[config.mk]
export PLATFORM = sky130hd
export DESIGN_NAME = iic_reg_sequencer
export DESIGN_NICKNAME = d
export VERILOG_FILES = /design/src/rtl/kat_adc_iic_pkg.sv /design/src/rtl/iic_ack_timer.sv /design/src/rtl/iic_reg_sequencer.sv
export SDC_FILE = /design/constraint.sdc
export NUM_CORES = 1
export LEC_CHECK = 0
export CORE_ASPECT_RATIO = 0.5
export CORE_MARGIN = 2
export CORE_UTILIZATION = 53
export CTS_CLUSTER_DIAMETER = 80
export DETAILED_ROUTE_END_ITERATION = 7
export PLACE_DENSITY = 0.92
export SLEW_MARGIN = 10
export SYNTH_ARGS = -nofsm -noshare
export SYNTH_HDL_FRONTEND = slang
export SYNTH_SLANG_ARGS = --single-unit
[constraint.sdc]
create_clock -name wb_clk_i -period 2.2 [get_ports wb_clk_i]
set_input_delay 0.33 -clock wb_clk_i [delete_from_list [all_inputs] [get_ports wb_clk_i]]
set_output_delay 0.33 -clock wb_clk_i [all_outputs]
set_load 0.005 [all_outputs]
[src/rtl/kat_adc_iic_pkg.sv]
// Shared definitions for the KAT ADC IIC controller: sequencer states,
// op-word bit layout used by the op FIFOs, and IIC direction bits.
package kat_adc_iic_pkg;

   typedef enum logic [3:0] {
      ST_IDLE  = 4'd0,
      ST_DEV_W = 4'd1,
      ST_REG   = 4'd2,
      ST_WD_HI = 4'd3,
      ST_WD_LO = 4'd4,
      ST_DEV_R = 4'd5,
      ST_RD_HI = 4'd6,
      ST_RD_LO = 4'd7,
      ST_RESP  = 4'd8
   } seq_state_t;

   localparam int OP_WIDTH   = 12;
   localparam int OP_LOCK    = 11;
   localparam int OP_STOP    = 10;
   localparam int OP_START   = 9;
   localparam int OP_RNW     = 8;
   localparam int OP_DATA_HI = 7;
   localparam int OP_DATA_LO = 0;

   localparam logic IIC_RD = 1'b1;
   localparam logic IIC_WR = 1'b0;

   function automatic logic [OP_WIDTH-1:0] make_op(input logic lock, input logic stop,
                                                   input logic start, input logic rnw,
                                                   input logic [7:0] data);
      logic [OP_WIDTH-1:0] w;
      w                       = '0;
      w[OP_LOCK]              = lock;
      w[OP_STOP]              = stop;
      w[OP_START]             = start;
      w[OP_RNW]               = rnw;
      w[OP_DATA_HI:OP_DATA_LO] = data;
      return w;
   endfunction

endpackage

[src/rtl/iic_ack_timer.sv]
// Cycle counter that flags when an op has waited ACK_TIMEOUT cycles for its ack.
// ACK_TIMEOUT of zero disables expiry entirely.
module iic_ack_timer #(
   parameter int unsigned ACK_TIMEOUT = 1000000
) (
   input  logic wb_clk_i,
   input  logic wb_rst_i,
   input  logic clear,
   input  logic count_en,
   output logic expire
);

   localparam logic [31:0] LAST = 32'(ACK_TIMEOUT) - 32'd1;

   logic [31:0] count;

   always_ff @(posedge wb_clk_i) begin
      if (wb_rst_i || clear)
         count <= '0;
      else if (count_en)
         count <= count + 32'd1;
   end

   // Fires during the ACK_TIMEOUT-th waiting cycle so the abort lands exactly on that edge
   assign expire = (ACK_TIMEOUT != 0) && count_en && (count == LAST);

endmodule

[src/rtl/iic_reg_sequencer.sv]
// Expands one IIC register read/write request into the ordered byte-op sequence
// for the engine arbiter, and returns read data, error status and a done pulse.
module iic_reg_sequencer
   import kat_adc_iic_pkg::*;
#(
   parameter int unsigned ACK_TIMEOUT = 1000000
) (
   input  logic        wb_clk_i,
   input  logic        wb_rst_i,
   input  logic        req_valid,
   output logic        req_ready,
   input  logic        req_rnw,
   input  logic        req_two_byte,
   input  logic [6:0]  req_dev_addr,
   input  logic [7:0]  req_reg_addr,
   input  logic [15:0] req_wr_data,
   output logic        rsp_valid,
   output logic [15:0] rsp_rd_data,
   output logic        rsp_err,
   output logic        rsp_timeout,
   output logic        op_valid,
   output logic        op_start,
   output logic        op_stop,
   output logic        op_rnw,
   output logic        op_lock,
   output logic [7:0]  op_wr_data,
   input  logic        op_ack,
   input  logic        op_err,
   input  logic [7:0]  op_rd_data
);

   seq_state_t          state;
   seq_state_t          after_ack;
   logic                rnw_q;
   logic                two_q;
   logic [6:0]          dev_q;
   logic [7:0]          reg_q;
   logic [15:0]         wd_q;
   logic [OP_WIDTH-1:0] op_word;
   logic                accept;
   logic                op_done;
   logic                expire;

   function automatic seq_state_t next_op_state(input seq_state_t s, input logic rnw,
                                                input logic two);
      case (s)
         ST_DEV_W: return ST_REG;
         ST_REG:   return rnw ? ST_DEV_R : (two ? ST_WD_HI : ST_WD_LO);
         ST_WD_HI: return ST_WD_LO;
         ST_DEV_R: return two ? ST_RD_HI : ST_RD_LO;
         ST_RD_HI: return ST_RD_LO;
         default:  return ST_RESP;
      endcase
   endfunction

   // Only the last op of a transaction releases the arbiter lock, together with STOP
   function automatic logic [OP_WIDTH-1:0] op_for_state(input seq_state_t s,
                                                        input logic [6:0] dev,
                                                        input logic [7:0] rg,
                                                        input logic [15:0] wd);
      case (s)
         ST_DEV_W: return make_op(1'b1, 1'b0, 1'b1, 1'b0, {dev, IIC_WR});
         ST_REG:   return make_op(1'b1, 1'b0, 1'b0, 1'b0, rg);
         ST_WD_HI: return make_op(1'b1, 1'b0, 1'b0, 1'b0, wd[15:8]);
         ST_WD_LO: return make_op(1'b0, 1'b1, 1'b0, 1'b0, wd[7:0]);
         ST_DEV_R: return make_op(1'b1, 1'b0, 1'b1, 1'b0, {dev, IIC_RD});
         ST_RD_HI: return make_op(1'b1, 1'b0, 1'b0, 1'b1, 8'h00);
         ST_RD_LO: return make_op(1'b0, 1'b1, 1'b0, 1'b1, 8'h00);
         default:  return '0;
      endcase
   endfunction

   assign accept    = (state == ST_IDLE) && req_valid && req_ready;
   assign op_done   = op_valid && op_ack;
   assign after_ack = next_op_state(state, rnw_q, two_q);

   iic_ack_timer #(
      .ACK_TIMEOUT (ACK_TIMEOUT)
   ) u_ack_timer (
      .wb_clk_i (wb_clk_i),
      .wb_rst_i (wb_rst_i),
      .clear    (accept || op_ack),
      .count_en (op_valid && !op_ack),
      .expire   (expire)
   );

   assign op_lock    = op_word[OP_LOCK];
   assign op_stop    = op_word[OP_STOP];
   assign op_start   = op_word[OP_START];
   assign op_rnw     = op_word[OP_RNW];
   assign op_wr_data = op_word[OP_DATA_HI:OP_DATA_LO];

   // Errors accumulate but never cut the sequence short, so the bus always sees a STOP
   always_ff @(posedge wb_clk_i) begin
      if (wb_rst_i) begin
         state       <= ST_IDLE;
         req_ready   <= 1'b0;
         op_valid    <= 1'b0;
         op_word     <= '0;
         rsp_valid   <= 1'b0;
         rsp_rd_data <= '0;
         rsp_err     <= 1'b0;
         rsp_timeout <= 1'b0;
         rnw_q       <= 1'b0;
         two_q       <= 1'b0;
         dev_q       <= '0;
         reg_q       <= '0;
         wd_q        <= '0;
      end else begin
         rsp_valid <= 1'b0;
         case (state)
            ST_IDLE: begin
               if (accept) begin
                  rnw_q       <= req_rnw;
                  two_q       <= req_two_byte;
                  dev_q       <= req_dev_addr;
                  reg_q       <= req_reg_addr;
                  wd_q        <= req_wr_data;
                  rsp_rd_data <= '0;
                  rsp_err     <= 1'b0;
                  rsp_timeout <= 1'b0;
                  req_ready   <= 1'b0;
                  op_valid    <= 1'b1;
                  op_word     <= op_for_state(ST_DEV_W, req_dev_addr, req_reg_addr,
                                              req_wr_data);
                  state       <= ST_DEV_W;
               end else begin
                  req_ready <= 1'b1;
               end
            end
            ST_RESP: begin
               state     <= ST_IDLE;
               req_ready <= 1'b1;
            end
            default: begin
               if (expire) begin
                  op_valid    <= 1'b0;
                  rsp_valid   <= 1'b1;
                  rsp_err     <= 1'b1;
                  rsp_timeout <= 1'b1;
                  state       <= ST_RESP;
               end else if (op_done) begin
                  rsp_err <= rsp_err | op_err;
                  if (state == ST_RD_HI)
                     rsp_rd_data[15:8] <= op_rd_data;
                  if (state == ST_RD_LO)
                     rsp_rd_data[7:0] <= op_rd_data;
                  state <= after_ack;
                  if (after_ack == ST_RESP) begin
                     op_valid  <= 1'b0;
                     rsp_valid <= 1'b1;
                  end else begin
                     op_word <= op_for_state(after_ack, dev_q, reg_q, wd_q);
                  end
               end
            end
         endcase
      end
   end

endmodule

Yosys cells after proc, flatten, opt, wreduce, memory -nomap -nowiden
Index checks and enable logic that the tools add are counted.
{"block": "classes", "n_addsub": 1, "eq_ne": 19, "mux": 36, "n_bitwise": 2, "reduce_logical": 26}
{"op": "$pmux 12 s7", "count": 1}
{"op": "$mux 12", "count": 4}
{"op": "$mux 16", "count": 3}
{"op": "$add 32x1->32 const B", "count": 1}
{"op": "$eq 32x20->1 const B", "count": 1}
{"op": "$pmux 16 s2", "count": 1}
{"op": "$eq 4x3->1 const B", "count": 7}
{"op": "$pmux 12 s2", "count": 1}
{"op": "$pmux 4 s5", "count": 1}
{"op": "$eq 4x2->1 const B", "count": 4}
{"op": "$mux 8", "count": 2}
{"op": "$reduce_and 5->1", "count": 3}
{"op": "$mux 1", "count": 13}
{"op": "$mux 4", "count": 3}
{"op": "$reduce_bool 2->1", "count": 5}
{"op": "$eq 4x1->1 const B", "count": 2}
{"op": "$eq 4x4->1 const B", "count": 2}
{"op": "$pmux 1 s2", "count": 4}
{"op": "$pmux 4 s2", "count": 1}
{"op": "$mux 3", "count": 2}
{"op": "$reduce_and 3->1", "count": 2}
{"op": "$reduce_bool 3->1", "count": 2}
{"op": "$logic_and 1x1->1", "count": 5}
{"op": "$logic_not 4->1", "count": 1}
{"op": "other kinds (10)", "count": 13}
{"block": "totals", "ff_bits": 102, "inputBits": 46, "out_inout_bits": 33, "elab_cells": 99}

Logic depth before layout (Yosys ltp)
Gate-level depths: netlist (run 1).
{"block": "logic_depth", "word_depth": 9, "ltp_mapped": 8, "mapped_depth_nobuf": 6}

By module
A second synthesis (run 1) with hierarchy kept.
{"block": "unflattened", "hier_cells": 553, "hier_area_um2": 4683.2}
{"module": "iic_reg_sequencer", "n_inst": 1, "cells_per_inst": 359, "area_each_um2": 3054.2}
{"module": "iic_ack_timer", "n_inst": 1, "cells_per_inst": 194, "area_each_um2": 1629.1}

Worst setup path before layout (run 1)
OpenSTA, ideal clock, no wires.
{"block": "synth_path", "path_kind": "reg-to-reg", "startpoint": "register state[0]", "endpoint": "register rsp_rd_data[1]", "arrival_time_ps": 1668, "t_required_ps": 2072, "path_slack_ps": 405, "path_stages_with_launch": 6, "path_buffers": 1, "period_less_slack_ps": 1795, "cell_sequence": "dfxtp_1 > buf_2 > nor4_1 > and2b_1 > mux2i_1 > nor2_1"}
{"block": "synth_via", "elab_chain_cells": 5, "elab_cells_between_ends": 12, "classes_between": "4 x eq/ne; 1 x mux; 1 x bitwise; 6 x reduce/logical"}
{"element": "from (decl)", "line": "iic_reg_sequencer.sv:32", "text": "seq_state_t state;"}
{"element": "from (signal assigned)", "line": "iic_reg_sequencer.sv:148", "text": "state <= after_ack;"}
{"element": "$logic_not 4->1", "line": "iic_reg_sequencer.sv:73, iic_reg_sequencer.sv:111"}
{"element": "$logic_and 1x1->1 (2 in a row)", "line": "iic_reg_sequencer.sv:73", "text": "assign accept = (state == ST_IDLE) && req_valid && req_ready;"}
{"element": "$ne 2x2->1 (no source line)"}
{"element": "$reduce_and 5->1 (no source line)"}
{"element": "to (signal assigned)", "line": "iic_reg_sequencer.sv:147", "text": "rsp_rd_data[7:0] <= op_rd_data;"}
{"element": "to (decl)", "line": "iic_reg_sequencer.sv:18", "text": "output logic [15:0] rsp_rd_data,"}
Several ways; a longest one is shown, not always the timed one.
A chain may end at the register's enable or synchronous reset.

Worst setup path in the final report (run 1)
{"block": "layout_path", "startpoint": "register state[0]", "endpoint": "register op_word[7]"}
{"block": "layout_via", "elab_chain_cells": 8, "elab_cells_between_ends": 29, "classes_between": "17 x eq/ne; 6 x mux; 1 x bitwise; 5 x reduce/logical"}
{"element": "$eq 4x3->1 (tied with other cells)", "line": "iic_reg_sequencer.sv:46", "text": "case (s)"}
{"element": "$pmux 4 s5", "line": "iic_reg_sequencer.sv:46"}
{"element": "$eq 4x3->1 (tied with other cells)", "line": "iic_reg_sequencer.sv:61", "text": "case (s)"}
{"element": "$pmux 12 s7", "line": "iic_reg_sequencer.sv:61"}
{"element": "$mux 12", "line": "iic_reg_sequencer.sv:149", "text": "if (after_ack == ST_RESP) begin"}
{"element": "$mux 12", "line": "iic_reg_sequencer.sv:142", "text": "end else if (op_done) begin"}
{"element": "$mux 12", "line": "iic_reg_sequencer.sv:136", "text": "if (expire) begin"}
{"element": "$pmux 12 s2", "line": "iic_reg_sequencer.sv:111", "text": "case (state)"}
{"element": "to (signal assigned)", "line": "iic_reg_sequencer.sv:124", "text": "op_word <= op_for_state(ST_DEV_W, req_dev_addr, req_reg_addr,"}
{"element": "to (signal assigned)", "line": "iic_reg_sequencer.sv:153", "text": "op_word <= op_for_state(after_ack, dev_q, reg_q, wd_q);"}
{"element": "to (decl)", "line": "iic_reg_sequencer.sv:39", "text": "logic [OP_WIDTH-1:0] op_word;"}
Several ways; a longest one is shown, not always the timed one. The select of a mux whose other input is x is not followed.

==> results of run 1 <==
## placed cells by master (no fill, tap or decap), types with 8 or more instances in the layout
cell / Yosys / routed
nand3_1: 10 / 10
nand4_1: 15 / 15
clkdlybuf4s50_1: 0 / 77
xor2_1: 20 / 20
a21oi_1: 45 / 45
o21ai_0: 8 / 8
nor2_1: 77 / 77
nand2_1: 94 / 94
a311oi_1: 8 / 8
nor3_1: 12 / 12
xnor2_1: 8 / 8
buf_4: 0 / 22
mux2i_1: 24 / 24
dfxtp_1: 102 / 102
clkbuf_16: 0 / 9
a221oi_1: 9 / 9
## kinds of logic (layout without fill, tap and decap cells)
family	count (synthesis)	count (layout)
simple gates	259	259
flops	102	102
compound gates	88	88
buf+inv	36	122
xor+xnor	28	28
mux	24	24
fa+ha+maj	1	1
## worst min path at each step
stage,cells after the start,end,slack (ps)
detailed placement,2,reg_q[7],450
floorplan,1,op_valid,440
CTS,2,rsp_rd_data[11],390
finish,2,rsp_rd_data[11],400
global placement,2,dev_q[0],440
global route,2,rsp_rd_data[9],420
## layout make-up
class                   count  area (um^2)
clock buffers              11          243
multi-input cells         400         2330
flip-flops and latches    102         2040
clock inverters             5         57.6
repair buffers            102          981
inverters                   4         15.0
fillers                   615         2310
well taps                 112          140
## cells in the mapped netlist (8+ instances only)
| master | n | share of area |
|---|---|---|
| nor3_1 | 12 | 0.013 |
| dfxtp_1 | 102 | 0.45 |
| a21oi_1 | 45 | 0.050 |
| xor2_1 | 20 | 0.039 |
| nand3_1 | 10 | 0.011 |
| xnor2_1 | 8 | 0.016 |
| o21ai_0 | 8 | 0.0089 |
| nand2_1 | 94 | 0.078 |
| nand4_1 | 15 | 0.021 |
| clkbuf_1 | 19 | 0.016 |
| mux2i_1 | 24 | 0.053 |
| nor2_1 | 77 | 0.064 |
| a221oi_1 | 9 | 0.017 |
| buf_2 | 8 | 0.0089 |
| a311oi_1 | 8 | 0.016 |
## power breakdown
group / internal [W] / switching, W
clock network: 0.000916 / 0.000702
logic: 0.000795 / 0.000956
registers: 0.00206 / 0.000161
total: 0.00377 / 0.00182
## metrics by stage
stage | setup slack [ps] | instances | total power, W
floorplan | 405 | 538 | 0.00328
global placement | 44.0 | 720 | 0.00388
detailed placement | -8.72 | 720 | 0.00395
CTS | 273 | 736 | 0.00558
global route | 58.1 | 736 | 0.00586
finish | 229 | 736 | 0.00559
## metal layers
| layer | vias to the layer above | global-route usage | share of wire |
|---|---|---|---|
| met5 | - | 0 | 0 |
| met4 | 0 | 0.133 | 0.038 |
| met3 | 43 | 0.0746 | 0.053 |
| met2 | 150 | 0.447 | 0.49 |
| met1 | 1990 | 0.304 | 0.41 |
| li1 | 2035 | - | - |
## flip-flops by register name, summed over array words and instances, names as in the netlist, 4 cells and up
signal             cells
dev_q                  7
op_word               12
reg_q                  8
rsp_rd_data           16
state                  4
u_ack_timer.count     32
wd_q                  16
==> impl_metrics.csv, run 1 <==
group,metric,value,unit
sta,period_minus_slack,1970,ps
cts,cts_hold_buf,0,
detailed_routing,via_per_inst,5.73,
critical_path,crit_end,"op_word[7]",
critical_path,reg2regPathDepth,6,
power_and_ir_drop,power.leakage,2.08,nW
cts,worstSkewPairLatency,350,ps
synth,synthAdderAreaFrac,0.00278,
sta,period_share,0.896,
synth,ys.flop_type,"dfxtp_1",
floorplanning,start_util,0.556,
synth,synth_area,4510,um^2
cts,cts.htree.levels,3,
floorplanning,die_h,69.2,um
sta,max_freq,0.507,GHz
sta,grt_setup_unrepaired,"false",
critical_path,arrival,2190,ps
synth,synth.distinct_cells,52,
cts,cts-root-buf,"clkbuf_16",
hold_path,hp-start,"wb_rst_i",
layout,design_area,5810,um^2
power_and_ir_drop,power.density,962,nW/um^2
placed_design,gp_congestion,0.838,
synth,synth_edf_count,0,
critical_path,crit_family,"compound AO/OA/AOI/OAI gates",
detailed_routing,vias,4218,
critical_path,r2r_start,"state[0]",
critical_path,cp_common_cell,"buf_4",
flow_run,maxCapViolations,0,
detailed_routing,postRouteAntennaNets,0,
detailed_routing,wl,11800,um
floorplanning,pin_count,79,
synth,syn_area_per_cell,8.38,um^2
critical_path,worstPathRequired,2420,ps
synth,synth_compound_area_frac,0.126,
sta,relSlewSlack,0.580,
critical_path,crit_chain,"buf_4, nand2b_1, nor4_2, buf_4, a221oi_1, a311oi_1",
synth,postSynth.asyncResetShare,0,
critical_path,cp-startpoint,"state[0]",
layout,n_antenna_cell,0,
power_and_ir_drop,ir_drop,0.468,mV
sta,fin_skew,8.49,ps
global_route,grt_pass1_vias,4171,
global_route,groute.usage.overall,0.263,
status,outcome,"finished, final reports clean",
sta,hold_viol_final,0,
cts,cts_num_sinks,102,
detailed_routing,drc_errors,0,
synth,synthXorXnorAreaFrac,0.0544,
detailed_routing,wl_per_cell,16.0,um
global_route,antenna_found_initial,0,
floorplanning,die_area,9300,um^2
floorplanning,row_count,23,
floorplanning,die_w,134,um
cts,clk_pin_slew_worst_paths,70,ps
layout,drive_gt1_frac,0.0849,
synth,synth_top_family_by_area,"simple AND/OR/NAND/NOR gates",
sta,fin_setup_tns,0,ps
cts,cts_buffers,9,
placed_design,place_area,5510,um^2
sta,tightest_slew,625,ps
cts,ctsResizeCount,0,
synth,yosysWarnings,0,
sta,setup_viol,0,
critical_path,timing.rr.end,"op_word[7]",
detailed_routing,dr.pass1.iters,5,
placed_design,port_buffers,78,
hold_path,hold_path_class,"input pin to flop",
critical_path,rrSetupSlack,230,ps
layout,fin_util,0.716,
cts,postCtsSetupBuffers,0,
synth,synth_cells,538,
critical_path,cp.depth,6,
sta,slew_viol_final,0,
detailed_routing,dr.first_iter.drc_count,317,
layout,nNetsFinal,666,
critical_path,crit_path_end_kind,"flop",
layout,areaGrowthSynthToFinish,28.8,%
critical_path,critPathKind,"flop to flop",
critical_path,worstSetupStartpointType,"flop",
critical_path,worstPathMaxFanout,21,
critical_path,cp_slowest_stage_delay,420,ps
critical_path,cp_num_buf_inv,2,
global_route,grt_pass1_wl,19600,um
floorplanning,core-area,8120,um^2
sta,fin_hold_ws,397,ps
synth,synth-simple-area-share,0.279,
synth,syn-num-nets,585,
synth,synthMuxAreaShare,0.0533,
cts,cts_tree,"built",
global_route,grt_max_degree,48,
cts,clk_path_buf_depth,2,
synth,ys_seq_elements,102,
critical_path,crit_slowest_cell,"a221oi_1",
global_route,grt_overflow,0,
synth,synth.yosys.seq_area_share,0.453,
placed_design,dp_hpwl,7710,um
No activity file was read; power rests on OpenSTA's default activity.
==> run 2, diff against run 1 <==
Settings changed: CORE_MARGIN 2 to default, SYNTH_HIERARCHICAL from default to 1.
==> impl_metrics.csv, run 2 <==
group,metric,value,unit
synth,yosysTopAreaCell,"dfxtp_1",
synth,ys_seq_elements,102,
layout,fin_util,0.776,
synth,synth.distinct_cells,52,
detailed_routing,drc_errors,0,
synth,synth.top_cell.area_share,0.436,
sta,tightest_slew,1020,ps
critical_path,crit_family,"simple AND/OR/NAND/NOR gates",
layout,largest_register_ffs,32,
cts,cts_tree,"built",
layout,drive_gt1_frac,0.199,
sta,relSlewSlack,0.317,
status,outcome,"finished, violations left",
synth,synth_area,4680,um^2
power_and_ir_drop,ir_drop,0.483,mV
layout,nNetsFinal,706,
critical_path,cp_slowest_stage_delay,480,ps
cts,cts_num_sinks,102,
global_route,groute.usage.overall,0.324,
cts,cts-root-buf,"clkbuf_16",
synth,yosysWarnings,6,
detailed_routing,dr.pass1.iters,7,
status,violations,"negative setup slack",
detailed_routing,via_per_inst,6.60,
power_and_ir_drop,power.density,649,nW/um^2
cts,worstSkewPairLatency,360,ps
detailed_routing,postRouteAntennaNets,0,
placed_design,place_area,5870,um^2
critical_path,crit_slowest_cell,"a221oi_2",
layout,final_common_cell,"nand2_1",
global_route,grt_max_degree,56,
synth,syn-num-nets,600,
power_and_ir_drop,power.leakage,2.35,nW
critical_path,worstPathRequired,2420,ps
cts,clk_path_buf_depth,2,
sta,hold_viol_final,0,
sta,slew_viol_final,0,
critical_path,worstSetupStartpointType,"flop",
synth,synth_edf_count,0,
cts,cts_hold_buf,0,
sta,grt_setup_unrepaired,"true",
synth,synth_cells,553,
global_route,grt_overflow,0,
placed_design,dp_hpwl,8660,um
layout,design_area,6430,um^2
detailed_routing,wl,16500,um
sta,period_minus_slack,2520,ps
synth,synth_compound_area_frac,0.171,
layout,layout_common_cells,"nand2_1 (92), dfxtp_1 (85), clkdlybuf4s50_1 (76)",
placed_design,gp_congestion,0.902,
flow_run,maxCapViolations,0,
critical_path,crit_chain,"nor4b_4, nand4_1, nor4_4, buf_4, buf_4, nor2_1, nand2_1, o21ai_1, a221oi_2",
critical_path,worstPathMaxFanout,5,
critical_path,cp_num_buf_inv,2,
hold_path,hold_path_class,"input pin to flop",
critical_path,cp_common_cell,"buf_4",
cts,clk_pin_slew_worst_paths,70,ps
synth,synth.yosys.seq_area_share,0.436,
sta,fin_skew,12.6,ps
synth,synth_top_family_by_area,"simple AND/OR/NAND/NOR gates",
global_route,antenna_found_initial,0,
power_and_ir_drop,finalPower,0.00418,W
layout,areaGrowthSynthToFinish,37.4,%
global_route,grt_pass1_vias,4835,
critical_path,arrival,2740,ps
synth,postSynth.asyncResetShare,0,
floorplanning,die_w,135,um
layout,reg_top3,"u_ack_timer/count: 32 flops, rsp_rd_data: 16 flops, wd_q: 16 flops",
synth,syn_area_per_cell,8.47,um^2
sta,period_share,1.15,
detailed_routing,vias,5124,
sta,max_freq,0.397,GHz
synth,ys.flop_type,"dfxtp_1",
synth,synth_commonest_cells,"dfxtp_1 (102), nand2_1 (92), a21oi_1 (57), nor2_1 (44), clkbuf_1 (26)",
cts,cts.htree.levels,3,
placed_design,port_buffers,78,
sta,fin_setup_tns,-1240,ps
synth,synthXorXnorAreaFrac,0.0187,
sta,fin_ws,-321,ps
synth,synthTopCellsByArea,"dfxtp_1 (44%), nand2_1 (7.4%), a21oi_1 (6.1%)",
detailed_routing,wl_per_cell,21.2,um
placed_design,dp_slack,-309,ps
synth,synthMuxAreaShare,0.0596,
floorplanning,row_count,23,
synth,yosysMostFrequentCell,"dfxtp_1",
floorplanning,die_area,9240,um^2
floorplanning,die_h,68.5,um
critical_path,crit_path_end_kind,"flop",
synth,synth-simple-area-share,0.277,
critical_path,critPathKind,"flop to flop",
layout,top_register,"u_ack_timer/count",
global_route,grt_pass1_wl,22900,um
sta,setup_viol,21,
floorplanning,start_util,0.565,
layout,n_antenna_cell,0,
synth,synthAdderAreaFrac,0.00267,
floorplanning,core-area,8290,um^2
cts,cts_buffers,9,
floorplanning,pin_count,79,
detailed_routing,dr.first_iter.drc_count,824,
run 2: routing by layer:
layer | track usage | vias to the layer above | share of wire
li1 | - | 2214 | -
met1 | 0.356 | 2438 | 0.38
met2 | 0.575 | 373 | 0.48
met3 | 0.0978 | 99 | 0.086
met4 | 0.192 | 0 | 0.054
met5 | 0 | - | 0
run 2: repair_timing:
item	in CTS	in global routing
resized for setup	6	48
setup buffers	2	4
pin swaps	4	20
setup endpoints to repair	32	37
run 2: area by class of cell:
| class | count | area [um^2] |
|---|---|---|
| clock buffers | 9 | 225 |
| multi-input cells | 411 | 2680 |
| clock inverters | 7 | 86.3 |
| repair buffers | 131 | 1220 |
| well taps | 112 | 140 |
| inverters | 4 | 15.0 |
| flip-flops and latches | 102 | 2060 |
| fillers | 456 | 1850 |
run 2: final timing paths:
kind	depth (start not counted)	from	slack [ps]	to
setup / recovery	9	u_ack_timer/count[8]	-320	state[3]
hold / removal	2	wb_rst_i	430	rsp_rd_data[8]
setup reg to reg	9	u_ack_timer/count[8]	-320	state[3]
hold reg to reg	2	reg_q[7]	450	reg_q[7]
run 2: per-stage QoR:
| stage | hold slack [ps] | cells |
|---|---|---|
| 2_1_floorplan | 433 | 553 |
| 3_3_place_gp | 443 | 754 |
| 3_5_place_dp | 445 | 754 |
| 4_1_cts | 409 | 772 |
| 5_1_grt | 469 | 776 |
| 6_report | 433 | 776 |
run 2: logic make-up after synthesis:
family                   Yosys count
AND/OR/NAND/NOR                  251
AO/OA/AOI/OAI                    122
flip-flops                       102
buffers and inverters             40
multiplexers                      27
XOR/XNOR                          10
adder cells (fa/ha/maj)            1
run 2: power breakdown:
part	switching [W]	internal, W
Sequential	0.0000494	0.00190
Combinational	0.000260	0.000264
Clock	0.000791	0.000909
